[src/rtl/gray_dec_pkg.sv]
// Shared types and helpers for the Gray stream decoder.
// Helpers operate on zero-extended words up to GRAY_MAX_W bits wide.
package gray_dec_pkg;

  localparam int GRAY_MAX_W = 32;

  typedef enum logic [1:0] {UNLOCKED, ACQUIRE, LOCKED} state_e;
  typedef enum logic [1:0] {HOLD, UP, DOWN, ERR} step_e;

  function automatic int unsigned popcount(input logic [GRAY_MAX_W-1:0] v);
    int unsigned cnt;
    cnt = 0;
    for (int i = 0; i < GRAY_MAX_W; i++) begin
      cnt = cnt + 32'(v[i]);
    end
    return cnt;
  endfunction

  // Leading zeros from zero-extension leave the low bits of the prefix XOR unchanged.
  function automatic logic [GRAY_MAX_W-1:0] gray2bin(input logic [GRAY_MAX_W-1:0] g);
    logic [GRAY_MAX_W-1:0] b;
    b[GRAY_MAX_W-1] = g[GRAY_MAX_W-1];
    for (int i = GRAY_MAX_W - 2; i >= 0; i--) begin
      b[i] = b[i+1] ^ g[i];
    end
    return b;
  endfunction

endpackage

[src/rtl/gray2bin_pipe.sv]
// Registered Gray-to-binary converter, isolating the prefix-XOR chain
// in its own pipeline stage.
module gray2bin_pipe
  import gray_dec_pkg::*;
#(
  parameter int WIDTH = 4
) (
  input  logic             clk,
  input  logic             rst,
  input  logic             i_valid,
  input  logic [WIDTH-1:0] i_gray,
  output logic [WIDTH-1:0] o_bin
);

  logic [WIDTH-1:0] r_bin;

  always_ff @(posedge clk) begin
    if (rst) begin
      r_bin <= '0;
    end else if (i_valid) begin
      r_bin <= WIDTH'(gray2bin(GRAY_MAX_W'(i_gray)));
    end
  end

  assign o_bin = r_bin;

endmodule

[src/rtl/gray_stream_decoder.sv]
// Gray-coded stream decoder: two-stage pipeline converting samples to binary,
// classifying hold/up/down/multi-bit steps and tracking lock.
// Define GRAY_DEC_DIR_CHECK_EN to treat direction reversals while locked as errors.
module gray_stream_decoder
  import gray_dec_pkg::*;
#(
  parameter int WIDTH     = 4,
  parameter int LOCK_CNT  = 3,
  parameter int ERR_CNT_W = 8
) (
  input  logic                 clk,
  input  logic                 rst,
  input  logic                 in_valid,
  input  logic [WIDTH-1:0]     in_gray,
  input  logic                 clear_err,
  output logic                 out_valid,
  output logic [WIDTH-1:0]     out_bin,
  output logic                 out_up,
  output logic                 out_down,
  output logic                 err_multi_bit,
  output logic                 locked,
  output logic [ERR_CNT_W-1:0] err_count
);

  localparam int GOOD_W = $clog2(LOCK_CNT + 1);

  logic              r_s1Valid;
  logic [WIDTH-1:0]  r_refGray;
  logic [1:0]        r_s1Ham;
  logic [1:0]        w_inHam;
  int unsigned       w_hamCount;
  logic [WIDTH-1:0]  w_s1Bin;
  logic [WIDTH-1:0]  w_refBinInc;
  state_e            r_state;
  state_e            w_stateNext;
  logic [GOOD_W-1:0] r_goodCnt;
  logic [GOOD_W-1:0] w_goodNext;
  step_e             w_step;
  logic              w_err;
`ifdef GRAY_DEC_DIR_CHECK_EN
  step_e             r_lastDir;
`endif

  // Distance class against the previous accepted sample: 0, 1 or 2 (meaning >1).
  always_comb begin
    w_hamCount = popcount(GRAY_MAX_W'(in_gray ^ r_refGray));
    if (w_hamCount == 0) begin
      w_inHam = 2'd0;
    end else if (w_hamCount == 1) begin
      w_inHam = 2'd1;
    end else begin
      w_inHam = 2'd2;
    end
  end

  // r_refGray is both the stage-1 sample register and the Gray reference.
  always_ff @(posedge clk) begin
    if (rst) begin
      r_s1Valid <= 1'b0;
      r_refGray <= '0;
      r_s1Ham   <= 2'd0;
    end else begin
      r_s1Valid <= in_valid;
      if (in_valid) begin
        r_refGray <= in_gray;
        r_s1Ham   <= w_inHam;
      end
    end
  end

  gray2bin_pipe #(
    .WIDTH (WIDTH)
  ) u_gray2bin (
    .clk     (clk),
    .rst     (rst),
    .i_valid (in_valid),
    .i_gray  (in_gray),
    .o_bin   (w_s1Bin)
  );

  // out_bin always holds the binary of the previous accepted sample, so it is the binary reference.
  always_comb begin
    w_refBinInc = out_bin + WIDTH'(1);
    w_step      = HOLD;
    if (r_state != UNLOCKED) begin
      if (r_s1Ham == 2'd1) begin
        w_step = (w_s1Bin == w_refBinInc) ? UP : DOWN;
      end else if (r_s1Ham == 2'd2) begin
        w_step = ERR;
      end
`ifdef GRAY_DEC_DIR_CHECK_EN
      if ((r_state == LOCKED) &&
          (((w_step == UP) && (r_lastDir == DOWN)) ||
           ((w_step == DOWN) && (r_lastDir == UP)))) begin
        w_step = ERR;
      end
`endif
    end
    w_err = r_s1Valid && (w_step == ERR);
  end

  always_ff @(posedge clk) begin
    if (rst) begin
      r_state   <= UNLOCKED;
      r_goodCnt <= '0;
    end else begin
      r_state   <= w_stateNext;
      r_goodCnt <= w_goodNext;
    end
  end

  always_comb begin
    w_stateNext = r_state;
    w_goodNext  = r_goodCnt;
    if (r_s1Valid) begin
      case (r_state)
        UNLOCKED: begin
          w_stateNext = ACQUIRE;
          w_goodNext  = '0;
        end
        ACQUIRE: begin
          if (w_step == ERR) begin
            w_stateNext = UNLOCKED;
            w_goodNext  = '0;
          end else if (r_goodCnt == GOOD_W'(LOCK_CNT - 1)) begin
            w_stateNext = LOCKED;
            w_goodNext  = GOOD_W'(LOCK_CNT);
          end else begin
            w_goodNext = r_goodCnt + GOOD_W'(1);
          end
        end
        LOCKED: begin
          if (w_step == ERR) begin
            w_stateNext = UNLOCKED;
            w_goodNext  = '0;
          end
        end
        default: begin
          w_stateNext = UNLOCKED;
          w_goodNext  = '0;
        end
      endcase
    end
  end

  always_comb begin
    locked = (r_state == LOCKED);
  end

  // Stage 2 outputs; clear_err wins over accumulation but still counts a coincident error.
  always_ff @(posedge clk) begin
    if (rst) begin
      out_valid     <= 1'b0;
      out_bin       <= '0;
      out_up        <= 1'b0;
      out_down      <= 1'b0;
      err_multi_bit <= 1'b0;
      err_count     <= '0;
    end else begin
      out_valid     <= r_s1Valid;
      out_up        <= r_s1Valid && (w_step == UP);
      out_down      <= r_s1Valid && (w_step == DOWN);
      err_multi_bit <= w_err;
      if (r_s1Valid) begin
        out_bin <= w_s1Bin;
      end
      if (clear_err) begin
        err_count <= ERR_CNT_W'(w_err);
      end else if (w_err && (err_count != '1)) begin
        err_count <= err_count + ERR_CNT_W'(1);
      end
    end
  end

`ifdef GRAY_DEC_DIR_CHECK_EN
  always_ff @(posedge clk) begin
    if (rst || (w_stateNext == UNLOCKED)) begin
      r_lastDir <= HOLD;
    end else if (r_s1Valid && ((w_step == UP) || (w_step == DOWN))) begin
      r_lastDir <= w_step;
    end
  end
`endif

endmodule

[config.mk]
export PLATFORM = sky130hd
export DESIGN_NAME = gray_stream_decoder
export DESIGN_NICKNAME = d
export VERILOG_FILES = /design/src/rtl/gray_dec_pkg.sv /design/src/rtl/gray2bin_pipe.sv /design/src/rtl/gray_stream_decoder.sv
export SDC_FILE = /design/constraint.sdc
export NUM_CORES = 1
export LEC_CHECK = 0
export BUFFER_PORTS_ARGS = -buffer_cell sky130_fd_sc_hd__buf_2
export CORE_MARGIN = 8
export CORE_UTILIZATION = 30
export CTS_CLUSTER_DIAMETER = 150
export DETAILED_ROUTE_END_ITERATION = 8
export SKIP_CTS_REPAIR_TIMING = 1
export SLEW_MARGIN = 20
export SYNTH_ARGS = -nofsm -noshare
export SYNTH_HDL_FRONTEND = slang
export SYNTH_SLANG_ARGS = --single-unit
[constraint.sdc]
create_clock -name clk -period 5.31 [get_ports clk]
set_clock_uncertainty 0.05 [all_clocks]
set_input_delay 1.062 -clock clk [delete_from_list [all_inputs] [get_ports clk]]
set_output_delay 1.062 -clock clk [all_outputs]
set_load 0.05 [all_outputs]
==> Flow_metrics.wiki <==
{| class="wikitable"
! Metric !! Value
|-
| Number of flops mapped to enable cells by yosys || 0
|-
| HP Class || register to register
|-
| Wire length after detailed routing || 2890 um
|-
| Total I/O pin count || 25
|-
| Synthesis-to-layout area growth || 17.5%
|-
| Antenna-violating nets left || 0
|-
| PwrDens || 304 nW/um2
|-
| Number of flip-flops and latches in the synthesized netlist || 30
|-
| Count of input and output buffers || 24
|-
| Number of global-route vias before repair || 1100
|-
| Element type at the critical path start || input pin
|-
| Routed vias/inst || 4.96
|-
| Cell area after placement || 1590 um2
|-
| Post-Synthesis Cell Area || 1450 um2
|-
| Min Clock Period, post-route || 2.56 ns
|-
| Detailed-placement wirelength estimate || 2160 um
|-
| H-Tree Level Count || 2
|-
| Kind of end point of the critical path || register
|-
| Post-route clock period utilization || 0.482
|-
| GR Overflow Total || 0
|-
| Total number of nets in the final design || 192
|-
| Count of fill cells added during filler insertion || 499
|-
| Worst VDD drop || 0.125 mV
|-
| Maximum fanout count along the critical path || 3
|-
| Count of endpoints failing hold in the final timing report || 0
|-
| Post-synth top flop || dfxtp_1
|-
| Effective utilization at floorplan || 0.308
|-
| Rows || 25
|-
| R2R Path Start || r_refGray[3]
|-
| Number of antenna violations at the first check in global routing || 0
|-
| Via count of the routed design || 1155
|-
| Synthesized instance count || 155
|-
| Summed negative setup slack over all endpoints || 0 ns
|-
| TritonCTS clock tree || yes
|-
| Chip width || 85.4 um
|-
| Number of maximum-capacitance violations || 0
|-
| Number of nets in the synthesized netlist || 169
|-
| Most common cell after layout, fill and taps aside || dfxtp_1
|-
| Count of unique library cells instantiated by Yosys || 38
|-
| Post-route cell area || 1700 um2
|-
| CTS Root Cell || clkbuf_8
|-
| Die height || 85.4 um
|-
| Post-synthesis average cell area || 9.32 um2
|-
| Count of yosys warnings during synthesis || 0
|-
| Sequential fraction of the synthesis area || 0.416
|-
| Clock Sinks || 30
|-
| Status || completed
|-
| Transition time at the pin with the least slew margin || 0.640 ns
|-
| Highest-count cells in the layout ignoring fill and taps || 30 x dfxtp_1, 24 x buf_2, 20 x nor2_1
|-
| Routed wirelength normalized by instance count || 12.4 um
|-
| Worst Path Required || 5.46 ns
|-
| Buffers from clock root to sink, at most || 2
|-
| Global Route Usage Sum || 0.0867
|-
| Global placer's final weighted congestion || 0.755
|-
| Static leakage || 0.000674 uW
|-
| Max Freq || 390 MHz
|-
| Number of failing setup endpoints in the final timing report || 0
|-
| Pre-antenna DRT Iters || 4
|-
| Die Area || 7290 um2
|-
| RSZ-0062 raised after global routing || no
|-
| Start point of the worst hold path || r_goodCnt[1]
|-
| Share of cells above drive strength 1 || 0.201
|-
| CTS Buf Count || 5
|-
| CTS clock-pin slew for the worst setup and hold paths || 0.06 ns
|-
| Slew HR || 0.572
|-
| Critical path launch point || in_gray[0]
|-
| Core box area || 4690 um2
|-
| Skew-Pair Late Insertion Delay || 0.27 ns
|-
| DRC violation count after routing || 0
|-
| Share of flip-flops with an asynchronous set or reset || 0
|-
| DRT iter0 DRCs || 40
|-
| Max Slew Vio Count || 0
|-
| Ant diodes || 0
|-
| Maximum number of pins on one net before global-route repair || 24
|-
| Global-route wire length before repair || 5180 um
|-
| Kind of critical path || input pin to register
|-
| Arrival time of data at the critical path endpoint || 2.71 ns
|}
[area by class of cell]
cell class / instances / area, um2 / share of cell area
Clock buffer: 8 / 110 / 0.0648
Tap cell: 54 / 67.6 / 0.0398
Multi-Input combinational cell: 113 / 779 / 0.459
Inverter: 4 / 20.0 / 0.0118
Sequential cell: 30 / 601 / 0.354
Timing Repair Buffer: 24 / 120 / 0.0707
[stage by stage]
stage          utilization  power (uW)  hold WS, ns  std cells  worst slack (ns)
2_1_floorplan            -         296        0.402        155              2.70
3_3_place_gp         0.338         310        0.419        225              2.54
3_5_place_dp         0.338         311        0.432        225              2.47
4_1_cts              0.362         527        0.447        233              2.74
5_1_grt              0.362         546        0.479        233              2.60
6_report             0.362         516        0.438        233              2.75
[worst max-delay path, stage by stage]
cell and delay [ns]:
buf_2 0.11, xor2_1 0.23, fa_1 0.43, ha_1 0.21, ha_1 0.27, nor2_1 0.13
nand3_1 0.10, a21oi_1 0.17
[power by group]
group	internal, uW	total (uW)	switching, uW
Combinational	25.7	59.9	34.2
Clock	131	211	80.6
Sequential	234	245	10.8
Total	391	516	126
[kinds of logic after synthesis]
logic type	count (synthesis)	synth area share
buf+inv	12	0.0450
simple gates	53	0.197
mux	9	0.0623
xor+xnor	13	0.0788
flops	30	0.416
compound gates	32	0.145
fa+ha+maj	6	0.0571
[layer usage]
metal	GRT usage	vias up	share of wire
met5	0	-	0
met1	0.109	522	0.51
met2	0.125	23	0.41
li1	-	605	-
met4	0.0334	0	0.010
met3	0.0386	5	0.067
[sequential cells by signal, summed over array words and instances (netlist names)]
signal            flops
out_up                1
r_goodCnt             2
out_valid             1
out_bin               4
u_gray2bin.o_bin      3
r_state               2
out_down              1
r_s1Ham               2
err_count             8
err_multi_bit         1
r_s1Valid             1
r_refGray             4
[final timing paths]
kind / to / slack, ns / cells past startpoint
worst max-delay path: r_s1Ham[0] / 2.75 / 8
worst min-delay path: r_goodCnt[1] / 0.44 / 2
worst max register to register: r_s1Ham[0] / 3.29 / 7
worst min register to register: r_goodCnt[1] / 0.44 / 2
[Yosys cell counts (2+ instances only)]
master / instances / area share
a211oi_1: 3 / 0.016
a21oi_1: 10 / 0.035
a22oi_1: 2 / 0.010
buf_6: 2 / 0.016
clkbuf_1: 5 / 0.013
dfxtp_1: 30 / 0.42
ha_1: 5 / 0.043
inv_1: 3 / 0.0078
mux2i_1: 9 / 0.062
nand2_1: 2 / 0.0052
nand2b_1: 3 / 0.013
nand3_1: 6 / 0.021
nand4_1: 3 / 0.013
nor2_1: 20 / 0.052
nor2b_1: 3 / 0.013
nor3_1: 3 / 0.010
o21ai_0: 6 / 0.021
o31ai_1: 4 / 0.021
o41ai_1: 2 / 0.012
or3_1: 3 / 0.013
or4_1: 3 / 0.016
xnor2_1: 7 / 0.042
xor2_1: 6 / 0.036
Power figures use the tool's default switching activity.
